File: config.mk
export PLATFORM = sky130hd
export DESIGN_NAME = tmp_meas_sched
export DESIGN_NICKNAME = d
export VERILOG_FILES = /design/src/rtl/tmp_meas_sched.sv
export SDC_FILE = /design/constraint.sdc
export NUM_CORES = 1
export LEC_CHECK = 0
export BUFFER_PORTS_ARGS = -buffer_cell sky130_fd_sc_hd__buf_2
export CELL_PAD_IN_SITES_DETAIL_PLACEMENT = 1
export CELL_PAD_IN_SITES_GLOBAL_PLACEMENT = 1
export CORE_MARGIN = 5
export CORE_UTILIZATION = 45
export DETAILED_ROUTE_END_ITERATION = 12
export PLACE_DENSITY_LB_ADDON = 0.1
export SLEW_MARGIN = 5
export SYNTH_ARGS = -nofsm -noshare
export SYNTH_HDL_FRONTEND = slang
export SYNTH_SLANG_ARGS = --single-unit
File: constraint.sdc
create_clock -name clk -period 5.66 [get_ports clk]
set_input_delay 0.283 -clock clk [delete_from_list [all_inputs] [get_ports clk]]
set_output_delay 0.283 -clock clk [all_outputs]
set_load 0.005 [all_outputs]
File: src/rtl/tmp_meas_sched.sv
// tmp_meas_sched: sequences front-end reset and settling, then decimates comparator
// decisions over an oversampling window into a result returned via valid/ready.
module tmp_meas_sched #(
    parameter int OSR_W       = 10,
    parameter int RST_CYC     = 4,
    parameter int SETTLE_SMP  = 8,
    parameter int TIMEOUT_CYC = 4096
) (
    input  logic             clk,
    input  logic             reset_n,
    input  logic             start,
    input  logic             cont,
    input  logic [OSR_W-1:0] osr,
    input  logic             abort,
    input  logic             cyc_done,
    input  logic             cmp,
    output logic             dig_rst,
    output logic             busy,
    output logic [OSR_W-1:0] result,
    output logic             result_valid,
    input  logic             result_ready,
    output logic             err_timeout,
    output logic             overrun
);
    localparam int RC_W = $clog2(RST_CYC + 1);
    localparam int SC_W = $clog2(SETTLE_SMP + 2);
    localparam int WD_W = $clog2(TIMEOUT_CYC + 1);

    typedef enum logic [2:0] {IDLE, RESET_DIG, SETTLE, ACCUM, HOLD} state_t;

    state_t           state;
    logic [RC_W-1:0]  rst_cnt;
    logic [SC_W-1:0]  set_cnt;
    logic [WD_W-1:0]  wd;
    logic [OSR_W-1:0] osr_l;
    logic [OSR_W-1:0] smp;
    logic [OSR_W-1:0] acc;
    logic             cont_l;
    logic             wd_exp;
    logic             smp_last;

    assign busy     = state != IDLE;
    assign wd_exp   = !cyc_done && wd == WD_W'(TIMEOUT_CYC - 1);
    assign smp_last = smp + OSR_W'(1) == osr_l;

    always_ff @(posedge clk or negedge reset_n) begin
        if (!reset_n) begin
            state        <= IDLE;
            dig_rst      <= 1'b1;
            result       <= '0;
            result_valid <= 1'b0;
            err_timeout  <= 1'b0;
            overrun      <= 1'b0;
            rst_cnt      <= '0;
            set_cnt      <= '0;
            wd           <= '0;
            osr_l        <= '0;
            smp          <= '0;
            acc          <= '0;
            cont_l       <= 1'b0;
        end else if (abort) begin
            state        <= IDLE;
            dig_rst      <= 1'b1;
            result_valid <= 1'b0;
            rst_cnt      <= '0;
            set_cnt      <= '0;
            wd           <= '0;
            smp          <= '0;
            acc          <= '0;
        end else begin
            case (state)
                IDLE: if (start) begin
                    state       <= RESET_DIG;
                    osr_l       <= osr == '0 ? OSR_W'(1) : osr;
                    cont_l      <= cont;
                    err_timeout <= 1'b0;
                    overrun     <= 1'b0;
                    rst_cnt     <= '0;
                end
                RESET_DIG: if (rst_cnt == RC_W'(RST_CYC - 1)) begin
                    state   <= SETTLE_SMP == 0 ? ACCUM : SETTLE;
                    dig_rst <= 1'b0;
                    rst_cnt <= '0;
                    set_cnt <= '0;
                    wd      <= '0;
                    smp     <= '0;
                    acc     <= '0;
                end else begin
                    rst_cnt <= rst_cnt + RC_W'(1);
                end
                SETTLE: begin
                    wd <= cyc_done ? '0 : wd + WD_W'(1);
                    if (wd_exp) begin
                        state       <= IDLE;
                        dig_rst     <= 1'b1;
                        err_timeout <= 1'b1;
                        set_cnt     <= '0;
                        wd          <= '0;
                    end else if (cyc_done) begin
                        set_cnt <= set_cnt + SC_W'(1);
                        if (set_cnt == SC_W'(SETTLE_SMP - 1)) begin
                            state   <= ACCUM;
                            set_cnt <= '0;
                        end
                    end
                end
                ACCUM: begin
                    wd <= cyc_done ? '0 : wd + WD_W'(1);
                    if (wd_exp) begin
                        state       <= IDLE;
                        dig_rst     <= 1'b1;
                        err_timeout <= 1'b1;
                        smp         <= '0;
                        acc         <= '0;
                        wd          <= '0;
                    end else if (cyc_done) begin
                        // acc stays below osr_l here, so the final add cannot wrap
                        if (smp_last) begin
                            result       <= acc + OSR_W'(cmp);
                            result_valid <= 1'b1;
                            smp          <= '0;
                            acc          <= '0;
                            state        <= HOLD;
                        end else begin
                            smp <= smp + OSR_W'(1);
                            acc <= acc + OSR_W'(cmp);
                        end
                    end
                end
                HOLD: begin
                    if (cyc_done && cont_l)
                        overrun <= 1'b1;
                    if (result_valid && result_ready) begin
                        result_valid <= 1'b0;
                        state        <= cont_l ? ACCUM : IDLE;
                        dig_rst      <= !cont_l;
                        wd           <= '0;
                    end
                end
                default: state <= IDLE;
            endcase
        end
    end
endmodule
; After elaboration in Yosys (flattened, before gate mapping)
; Index checks and enable logic that the tools add are counted.
[word_totals]
elab_cells = 124
regBits = 68
[classes]
mux = 55
bitwise = 2
n_reduce_logical = 27
add_sub_neg = 5
n_eq_ne = 22
[op_table]
columns = op, n
row1 = 10-bit two-way mux, 10
row2 = 13-bit two-way mux, 5
row3 = 10-bit case mux with 2 select lines, 2
row4 = 3-bit two-way mux, 13
row5 = 13-bit case mux with 3 select lines, 1
row6 = 4-bit two-way mux, 5
row7 = "3-bit != test, second input constant", 6
row8 = "4-bit != test, second input constant", 4
row9 = 3-bit case mux with 5 select lines, 1
row10 = 3-bit nonzero test, 5
row11 = "13-bit by 1-bit adder with 13-bit output, second input constant", 1
row12 = "13-bit by 12-bit == test with 1-bit output, second input constant", 1
row13 = 3-bit AND reduction, 4
row14 = 4-bit AND reduction, 3
row15 = 1-bit two-way mux, 11
row16 = 10-bit by 1-bit adder with 10-bit output, 1
row17 = "10-bit by 1-bit adder with 10-bit output, second input constant", 1
row18 = 10-bit == test, 1
row19 = 10-bit logical NOT, 1
row20 = 5-bit AND reduction, 2
row21 = "3-bit by 2-bit == test with 1-bit output, second input constant", 3
row22 = 4-bit case mux with 2 select lines, 1
row23 = 7-bit AND reduction, 1
row24 = 1-bit case mux with 2 select lines, 3
row25 = 19 further kinds, 25

; Depth between registers and ports, before layout
; Gate-level depths: netlist of the first run.
[logic_depth]
depth_word = 7
ltp_mapped = 10
depth_no_buf = 8

; Worst setup path after synthesis of the first run
; No wires, ideal clock.
[synth_path]
path_kind = register -> register
startpoint = register smp[3]
endpoint = register result[0]
path_stages_with_launch = 9
n_path_buf = 1
path_slack_ps = 3205
setup_time_ps = 125
t_required_ps = 5535
t_arrival_ps = 2330
path_cell_list = dfrtp_1 > nand4_4 > or4_4 > a2111oi_4 > nand2_1 > nor3_2 > nand2_2 > buf_6 > mux2_4
[synth_between]
elab_chain_len = 3
[synth_lines]
columns = item, line_no
row1 = from (decl), 36  ; logic [OSR_W-1:0] smp;
row2 = from (signal assigned), 125  ; smp <= smp + OSR_W'(1);
row3 = 10-bit by 1-bit adder with 10-bit output, 44  ; assign smp_last = smp + OSR_W'(1) == osr_l;
row4 = 10-bit == test, 44
row5 = 5-bit AND reduction (no line), --
row6 = to (signal assigned), 119  ; result <= acc + OSR_W'(cmp);
row7 = to (decl), 19  ; output logic [OSR_W-1:0] result,
; No other way between the ends.
; A chain may end at the register's enable or synchronous reset.

; Worst setup path in the final report of the first run
[layout_path]
startpoint = register state[1]
endpoint = register result[6]
[layout_between]
elab_chain_len = 2
[layout_lines]
columns = item, line_no
row1 = from (decl), 31  ; state_t state;
row2 = from (signal assigned), 81  ; state <= SETTLE_SMP == 0 ? ACCUM : SETTLE;
row3 = from (signal assigned), 135  ; state <= cont_l ? ACCUM : IDLE;
row4 = 3-bit by 2-bit == test with 1-bit output, 71  ; case (state)
row5 = 5-bit AND reduction (no line), --
; No other way between the ends.

==> flow_summary.toml, run 1 <==
[global_routing]
grt_use_total_pct = 19.0
grt_pass1_wl_mm = 15.6
antenna_found_initial = 0
grt_start_max_net_pins = 69
grt_overflow = 0
first_global_vias = 3196

[timing]
relSlewSlack_pct = 22.2
finalCritPeriodShare_pct = 57.8
final.setup.worst_slack_ns = 2.39
hold_violations = 0
setup_tns_ns = 0
skew_ns = 0.0128
slew_violations = 0
rsz0062_at_grt = "no"
max_freq_ghz = 0.306
hold_ws_ns = 0.134
finalSetupViolCount = 0
fin_crit_ns = 3.27
tightestPinTransition_ns = 1.16

[synthesis]
synth_top_cell_by_area = "dfrtp_1"
ys_seq_area_share_pct = 45.4
ys_top_cells_by_count = "dfrtp_1 (67), nand2_1 (50), o21ai_0 (43), nor2_1 (36), nand3_1 (15)"
ys_top_cells_by_area = "dfrtp_1 (45%), o21ai_0 (5.7%), nand2_1 (5.0%)"
synth_top_area_share_pct = 44.7
synth_area_per_cell_um2 = 9.58
synth-edff-count = 0
ys.flop_type = "dfrtp_1"
syn_nets = 415
syn-cell-area_um2 = 3750
synth_seq_cells = 68
async_reset_ff_share_pct = 100
yosysUniqueCellTypes = 56
post-synth-top-count-cell = "dfrtp_1"
syn_inst = 391
ys_warn_count = 0

[floorplan]
die-area_um2 = 10300
core.rowCount = 33
die-height_um = 101
start_util_pct = 45.8
core_area_um2 = 8180
io_pins = 33
die_w_um = 101

[finish]
antennaDiodeCount = 0
fin_cells = 531
final_util_pct = 51.5
drive_gt1_share_pct = 19.7
nNetsFinal = 445
area_growth_syn_to_layout_pct = 12.4

[cts]
clock_latency_ns = 0.35
cts_buffers = 9
cts_resized = 0
cts_tree = "done"
cts_hold_buf = 0
clock-sinks = 68
root_buffer = "clkbuf_8"
clkTransAtPathRegs_ns = 0.09
cts_setup_buffers = 0
htreeDepth = 3
clockBufferDepth = 2

[placement]
place.gp.congestion = 0.821
place_inst = 515
hpwl_mm = 6.49
port_buffers = 32
post-place-ws_ns = 2.39

[pwr]
peakVddDrop_uv = 148
power.static_leakage_uw = 0.00192
power_density_nw_per_um2 = 342

[route]
vias_per_cell = 5.75
via_count = 3053
drtIter0Drc = 65
avgRoutedWirePerCell_um = 17.3
ant_nets = 0
dr.pass1.iters = 6
drc_errors = 0
routed_wl_mm = 9.20

[hold_path]
hp-class = "in -> async"

[critical_path]
critical_path_required_ns = 5.90
crit_type = "reg -> reg"
max_stage_delay_ns = 0.69
crit_family = "compound AO/OA/AOI/OAI gates"
path_cells = "nor2b_1 > nand2_1 > a21oi_1 > a22o_1 > nor2_1 > nand2_2 > mux2_2"
cp-startpoint = "state[1]$_DFFE_PN0P_"
rr_worst_depth = 7
worstSetupStartpointType = "flop"
critical_path_arrival_ns = 3.51
rrSetupSlack_ns = 2.39
crit_slowest_cell = "a21oi_1"
r2r_end = "result[6]$_DFFE_PN0P_"
end_kind = "flop"
path_buf_inv = 0
worst-path-max-fanout = 14
setup.worst_path.end = "result[6]$_DFFE_PN0P_"
cp.depth = 7
r2r_start = "state[1]$_DFFE_PN0P_"

[job]
cap_violations = 0

[run_status]
status = "complete, no violations"
flip-flops by register name, summed over array words and instances (netlist names):
register / cells
cont_l: 1
dig_rst: 1
osr_l: 10
result_valid: 1
rst_cnt: 3
overrun: 1
acc: 10
smp: 10
wd: 13
state: 3
err_timeout: 1
result: 10
set_cnt: 4
power by group:
group | switching (uW) | internal [uW]
clock | 212 | 251
sequential | 77.1 | 548
combinational | 203 | 149
total | 492 | 948
placed cells by master, fill, tap and decap left out, types with 9 or more instances in the layout:
master    Yosys  final
dfrtp_1      67     67
nand3_1      15     15
nor2_1       36     36
xnor2_1      12     12
nand2_1      50     50
o21ai_0      43     43
a21oi_1      10     10
buf_2         4     32
clkbuf_8      0      9
nor2b_1      10     10
a22o_1       12     12
mux2_2       12     12
nor3_1       12     12
through the flow:
step	total power, uW	instance area, um2
2_1_floorplan	878	3750
3_3_place_gp	971	3990
3_5_place_dp	989	3990
4_1_cts	1450	4210
5_1_grt	1520	4210
6_report	1440	4210
worst min path at each step:
stage	from	to	cells after the start
after global placement	rst_cnt[1]$_DFFE_PN0P_	rst_cnt[1]$_DFFE_PN0P_	2
after floorplan	reset_n	acc[0]$_DFFE_PN0P_	0
after CTS	cont	cont_l$_DFFE_PN0P_	2
final	reset_n	osr_l[8]$_DFFE_PN0P_	2
after global routing	cont	cont_l$_DFFE_PN0P_	2
after detailed placement	set_cnt[3]$_DFFE_PN0P_	set_cnt[3]$_DFFE_PN0P_	1
metal layers:
metal | track usage, % | vias to the layer above | wire length, um
met5 | 0 | - | 0
met4 | 6.34 | 0 | 74
met3 | 2.82 | 7 | 181
met2 | 32.5 | 35 | 4640
met1 | 24.6 | 1543 | 4300
li1 | - | 1468 | -
layout make-up:
class / instances / area [um2]
tap: 105 / 131
timing repair buffer: 35 / 183
clock inverter: 7 / 100
inverter: 5 / 18.8
sequential: 68 / 1700
multi-input combinational: 302 / 1950
fill: 928 / 3960
clock buffer: 9 / 124
logic make-up (layout without fill, tap and decap cells):
family / Yosys count / after routing / synth area share [%]
AOI/OAI and AO/OA: 96 / 96 / 16.8
xor gates and xnor gates: 21 / 21 / 5.28
adders and majority gates: 6 / 6 / 2.00
buffers and inverters: 21 / 56 / 2.44
DFF: 68 / 68 / 45.4
muxes: 23 / 23 / 7.61
and+or+nand+nor: 156 / 156 / 20.5
No activity file was read; power rests on OpenSTA's default activity.
==> inputs of run 2 (changes only) <==
- CORE_UTILIZATION: 45 -> 42
- clock period: 5.66 -> 2.7 ns (I/O delays scaled with it)
==> run 2 against run 1 <==
Design area up 4.2%. Combinational power up 140%. Worst setup slack worse by 2.3 ns. Sequential power up 100%. Non-clock buffer count up 20. Sequential share of layout area down 1.6 points. Fmax up 25%. Highest routed layer unchanged. Clock skew up 0.00056 ns. Final cell count up 4.3%. Wire length up 4.7%. Clock-buffer cell count up 1.
==> flow_summary.toml, run 2 (same netlist as run 1, synthesis figures left out) <==
[run_status]
status = "complete, no violations"

[cts]
root_buffer = "clkbuf_8"
cts_buffers = 9
htreeDepth = 3
clock-sinks = 68
clockBufferDepth = 2
clock_latency_ns = 0.35
cts_tree = "done"
clkTransAtPathRegs_ns = 0.08
cts_setup_buffers = 0

[critical_path]
crit_family = "simple AND/OR/NAND/NOR gates"
path_buf_inv = 0
crit_type = "reg -> reg"
critical_path_required_ns = 2.94
worstSetupStartpointType = "flop"
path_cells = "nand4_1 > or4_4 > a2111oi_4 > nand2_1 > nor3_2 > nand2_4 > mux2_4"
end_kind = "flop"
worst-path-max-fanout = 11
critical_path_arrival_ns = 2.85
max_stage_delay_ns = 0.55
crit_slowest_cell = "or4_4"

[timing]
relSlewSlack_pct = 63.7
finalCritPeriodShare_pct = 96.7
fin_crit_ns = 2.61
slew_violations = 0
tightestPinTransition_ns = 0.544
rsz0062_at_grt = "yes"
max_freq_ghz = 0.383
finalSetupViolCount = 0
skew_ns = 0.0134
final.setup.worst_slack_ns = 0.0883
hold_violations = 0

[pwr]
comb_power_share_pct = 27.7
p_seq_share_pct = 41.4
swShare_pct = 33.2
clkPwrFrac_pct = 30.9
p_sw_uw = 1020
peakVddDrop_uv = 303
power.static_leakage_uw = 0.00204
power_density_nw_per_um2 = 703
internal-power_uw = 2060

[placement]
place_inst = 537
post-place-ws_ns = 0.0261
place.gp.congestion = 0.789
port_buffers = 32
hpwl_mm = 6.99

[finish]
nNetsFinal = 465
nFillCells = 996
drive_gt1_share_pct = 23.8
antennaDiodeCount = 0
area_growth_syn_to_layout_pct = 17.1
largest_reg_flops = 13
layout_common_cells = "dfrtp_1 (67), nand2_1 (50), o21ai_0 (43)"
fin_cells = 554
largest-register = "wd"
layout_commonest_cell = "dfrtp_1"

[global_routing]
grt_overflow = 0
first_global_vias = 3368
grt_use_total_pct = 18.5
grt_pass1_wl_mm = 16.6
grt_start_max_net_pins = 34
antenna_found_initial = 0

[floorplan]
die-height_um = 104
start_util_pct = 43.0
die-area_um2 = 10900
die_w_um = 104
io_pins = 33
core_area_um2 = 8720
core.rowCount = 34

[route]
routed_wl_mm = 9.63
drtIter0Drc = 63
ant_nets = 0
avgRoutedWirePerCell_um = 17.4
drc_errors = 0
vias_per_cell = 5.70
via_count = 3159
dr.pass1.iters = 4

[job]
cap_violations = 0

[hold_path]
hp-class = "in -> reg"
## run 2: cell types whose count changed in the layout (fill, tap and decap cells not counted), sizes merged
cell / delta
buf: +19
inv: -1
clkbuf: +1
dlygate4sd3: +1
## run 2: layout make-up
cell class | instances | area (um2) | area share [%]
clock inverter | 6 | 87.6 | 2.00
multi-input combinational | 302 | 1970 | 44.8
clock buffer | 10 | 138 | 3.14
sequential | 68 | 1700 | 38.8
timing repair buffer | 55 | 339 | 7.73
inverter | 5 | 18.8 | 0.428
tap | 108 | 135 | 3.08
## run 2: path summary, 6_finish.rpt
kind                                   startpoint  cells past startpoint  slack (ns)                endpoint
max                            smp[1]$_DFFE_PN0P_                      7        0.09   result[8]$_DFFE_PN0P_
min                                          cont                      2        0.03      cont_l$_DFFE_PN0P_
max reg2reg                    smp[1]$_DFFE_PN0P_                      7        0.09   result[8]$_DFFE_PN0P_
min reg2reg                set_cnt[3]$_DFFE_PN0P_                      1        0.49  set_cnt[3]$_DFFE_PN0P_
max in group asynchronous                 reset_n                      3        1.90     dig_rst$_DFFE_PN1P_
min in group asynchronous                 reset_n                      2        0.13    osr_l[4]$_DFFE_PN0P_
## run 2: repair_timing
action                     in CTS  in global routing
resized for setup               1                  4
hold endpoints to repair       67                  0
setup endpoints to repair       2                 21
hold buffers                    1                  0
## run 2: through the flow
stage	TNS, ns	area (um2)	hold WS, ns	power (uW)	utilization, %
2_1_floorplan	0	3750	-0.161	1840	-
3_3_place_gp	0	4140	-0.0440	2120	47.4
3_5_place_dp	0	4140	-0.0413	2150	47.4
4_1_cts	0	4370	0.0174	3120	50.1
5_1_grt	-0.0917	4390	0.0234	3290	50.3
6_report	0	4390	0.0321	3090	50.3
## run 2: power groups by stage
| stage | Sequential [uW] | Clock (uW) | Combinational, uW |
|---|---|---|---|
| after global placement | 1300 | 0 | 826 |
| after global routing | 1300 | 1030 | 958 |
| after detailed placement | 1300 | 0 | 847 |
| after CTS | 1280 | 982 | 858 |
| after floorplan | 1250 | 0 | 593 |
| final | 1280 | 954 | 854 |
## run 2: metal layers
layer / routed length, um / track usage (%)
met1: 4470 / 23.3
met2: 4800 / 32.1
met3: 211 / 3.17
met4: 148 / 5.64
met5: 0 / 0
==> inputs of run 3 (changes only) <==
--- a/config.mk
+++ b/config.mk
@@ -13,4 +13,5 @@
 export DETAILED_ROUTE_END_ITERATION = 12
 export PLACE_DENSITY_LB_ADDON = 0.1
+export SETUP_SLACK_MARGIN = 0.3
 export SLEW_MARGIN = 5
 export SYNTH_ARGS = -nofsm -noshare
==> constraint.sdc (replaced) <==
create_clock -name clk -period 2.7 [get_ports clk]
set_input_delay 0.135 -clock clk [delete_from_list [all_inputs] [get_ports clk]]
set_output_delay 0.135 -clock clk [all_outputs]
set_load 0.05 [all_outputs]
==> run 3 against run 2 <==
Worst hold slack got worse by 0.0042 ns. Clock-buffer cell count increased by 1. Sequential power about the same. Fmax increased by 2.0%. Flip-flop and latch count unchanged. Core utilization increased by 4.4 points. Critical path depth increased by 1. Total power increased by 1.5%. Clock power decreased by 21%. Non-clock buffer count increased by 30. Design area increased by 8.8%. Clock skew decreased by 0.00052 ns. Critical endpoint is now result[5]$_DFFE_PN0P_. Largest cell class unchanged. Largest power group unchanged.
==> flow_summary.toml, run 3 (same netlist as run 1, synthesis figures left out) <==
[critical_path]
r2r_start = "smp[1]$_DFFE_PN0P_"
r2r_end = "result[5]$_DFFE_PN0P_"
critical_path_required_ns = 2.93
rr_worst_depth = 8
worst-path-max-fanout = 6
critical_path_arrival_ns = 2.79
worstSetupStartpointType = "flop"
end_kind = "flop"
rrSetupSlack_ns = 0.14
crit_type = "reg -> reg"

[floorplan]
die-height_um = 104
core_area_um2 = 8720
die-area_um2 = 10900
die_w_um = 104
start_util_pct = 43.0
core.rowCount = 34
io_pins = 33

[global_routing]
use_met2_pct = 33.8
grt_overflow = 0
top_usage_layer = "met2"
antenna_found_initial = 0
grt_start_max_net_pins = 69
first_global_vias = 3469
grt_use_total_pct = 19.6
grt_pass1_wl_mm = 17.5
use_met1_pct = 25.1
grtUsageMet3_pct = 3.29

[cts]
cts_tree = "done"
clock-sinks = 68
clockBufferDepth = 2
root_buffer = "clkbuf_8"
cts_buffers = 9
clock_latency_ns = 0.35
clkTransAtPathRegs_ns = 0.07
htreeDepth = 3

[hold_path]
min_from = "cont"
hold_depth = 2
hp-class = "in -> reg"
min_delay_worst_endpoint = "cont_l$_DFFE_PN0P_"

[timing]
relSlewSlack_pct = 69.1
tightestPinTransition_ns = 0.460
fin_crit_ns = 2.56
rsz0062_at_grt = "yes"
slew_violations = 0
max_freq_ghz = 0.390
finalCritPeriodShare_pct = 94.9
skew_ns = 0.0129
hold_violations = 0
finalSetupViolCount = 0

[finish]
antennaDiodeCount = 0
largest-register = "wd"
nNetsFinal = 497
area_growth_syn_to_layout_pct = 27.4
drive_gt1_share_pct = 34.2
final_util_pct = 54.7
layout_commonest_cell = "dfrtp_1"
nFillCells = 1010
layout_common_cells = "dfrtp_1 (62), nand2_1 (50), buf_4 (43)"
largest_reg_flops = 13

[route]
drtIter0Drc = 63
via_count = 3311
dr.pass1.iters = 4
ant_nets = 0
avgRoutedWirePerCell_um = 18.5
vias_per_cell = 5.66
drc_errors = 0
routed_wl_mm = 10.8

[placement]
port_buffers = 32
hpwl_mm = 6.73
place.gp.congestion = 0.810

[pwr]
peakVddDrop_uv = 364
power.static_leakage_uw = 0.00225
p_total_uw = 3130
power_density_nw_per_um2 = 656

[job]
cap_violations = 0

[run_status]
status = "complete, no violations"
-- run 3: cell type report --
type | count | area (um2) | area share [%]
Timing Repair Buffer | 85 | 633 | 13.3
Sequential cell | 68 | 1710 | 35.8
Inverter | 5 | 18.8 | 0.393
Clock buffer | 11 | 141 | 2.96
Clock inverter | 4 | 26.3 | 0.550
Tap cell | 108 | 135 | 2.83
Multi-Input combinational cell | 304 | 2110 | 44.2
-- run 3: metrics by stage --
stage | hold slack [ns] | setup TNS (ns) | cells | worst slack [ns] | cell area [um2]
finish | 0.0279 | 0 | 585 | 0.139 | 4770
detailed placement | 0.193 | -0.0680 | 534 | -0.0124 | 4140
floorplan | -0.161 | 0 | 391 | 0.303 | 3760
global route | 0.0181 | 0 | 585 | 0.0458 | 4770
CTS | 0.0103 | 0 | 569 | 0.248 | 4540
global placement | 0.191 | 0 | 534 | 0.0871 | 4140
-- run 3: metal layers --
metal  share of wire [%]  wire (um)  vias up
met5                   0          0        -
met4                 1.6        177        0
met3                 1.9        204       18
met2                  52       5620       38
met1                  45       4840     1680
li1                    -          -     1575
-- run 3: power by group --
part           internal [uW]  total [uW]  switching (uW)  leakage [uW]
Clock                    352         756             403     0.0000852
Sequential              1150        1280             131      0.000905
Combinational            462        1100             633       0.00126
-- run 3: how the worst max path moves through the flow --
| stage | depth (start not counted) | startpoint | end | slack, ns |
|---|---|---|---|---|
| floorplan | 9 | wd[0]$_DFFE_PN0P_ | result[0]$_DFFE_PN0P_ | 0.30 |
| global placement | 8 | smp[2]$_DFFE_PN0P_ | smp[0]$_DFFE_PN0P_ | 0.09 |
| detailed placement | 7 | smp[0]$_DFFE_PN0P_ | result[8]$_DFFE_PN0P_ | -0.01 |
| CTS | 9 | smp[1]$_DFFE_PN0P_ | smp[6]$_DFFE_PN0P_ | 0.25 |
| global route | 9 | smp[1]$_DFFE_PN0P_ | smp[4]$_DFFE_PN0P_ | 0.05 |
| finish | 8 | smp[1]$_DFFE_PN0P_ | result[5]$_DFFE_PN0P_ | 0.14 |
-- run 3: critical path: stages, from the launching register on --
cell and delay, ns:
dfrtp_1 0.42, nand4_1 0.16, or4_4 0.53, a2111oi_4 0.43, nand2_1 0.17, nor3_4 0.13, buf_4 0.18, nand2_4 0.11
mux2_4 0.32
-- run 3: timing repair --
action                     CTS  global route
setup buffers               16            15
gates cloned                 3             1
resized for setup           22            36
hold endpoints to repair    67             0
pin swaps                    9            20
hold buffers                 1             0
setup endpoints to repair   33            35
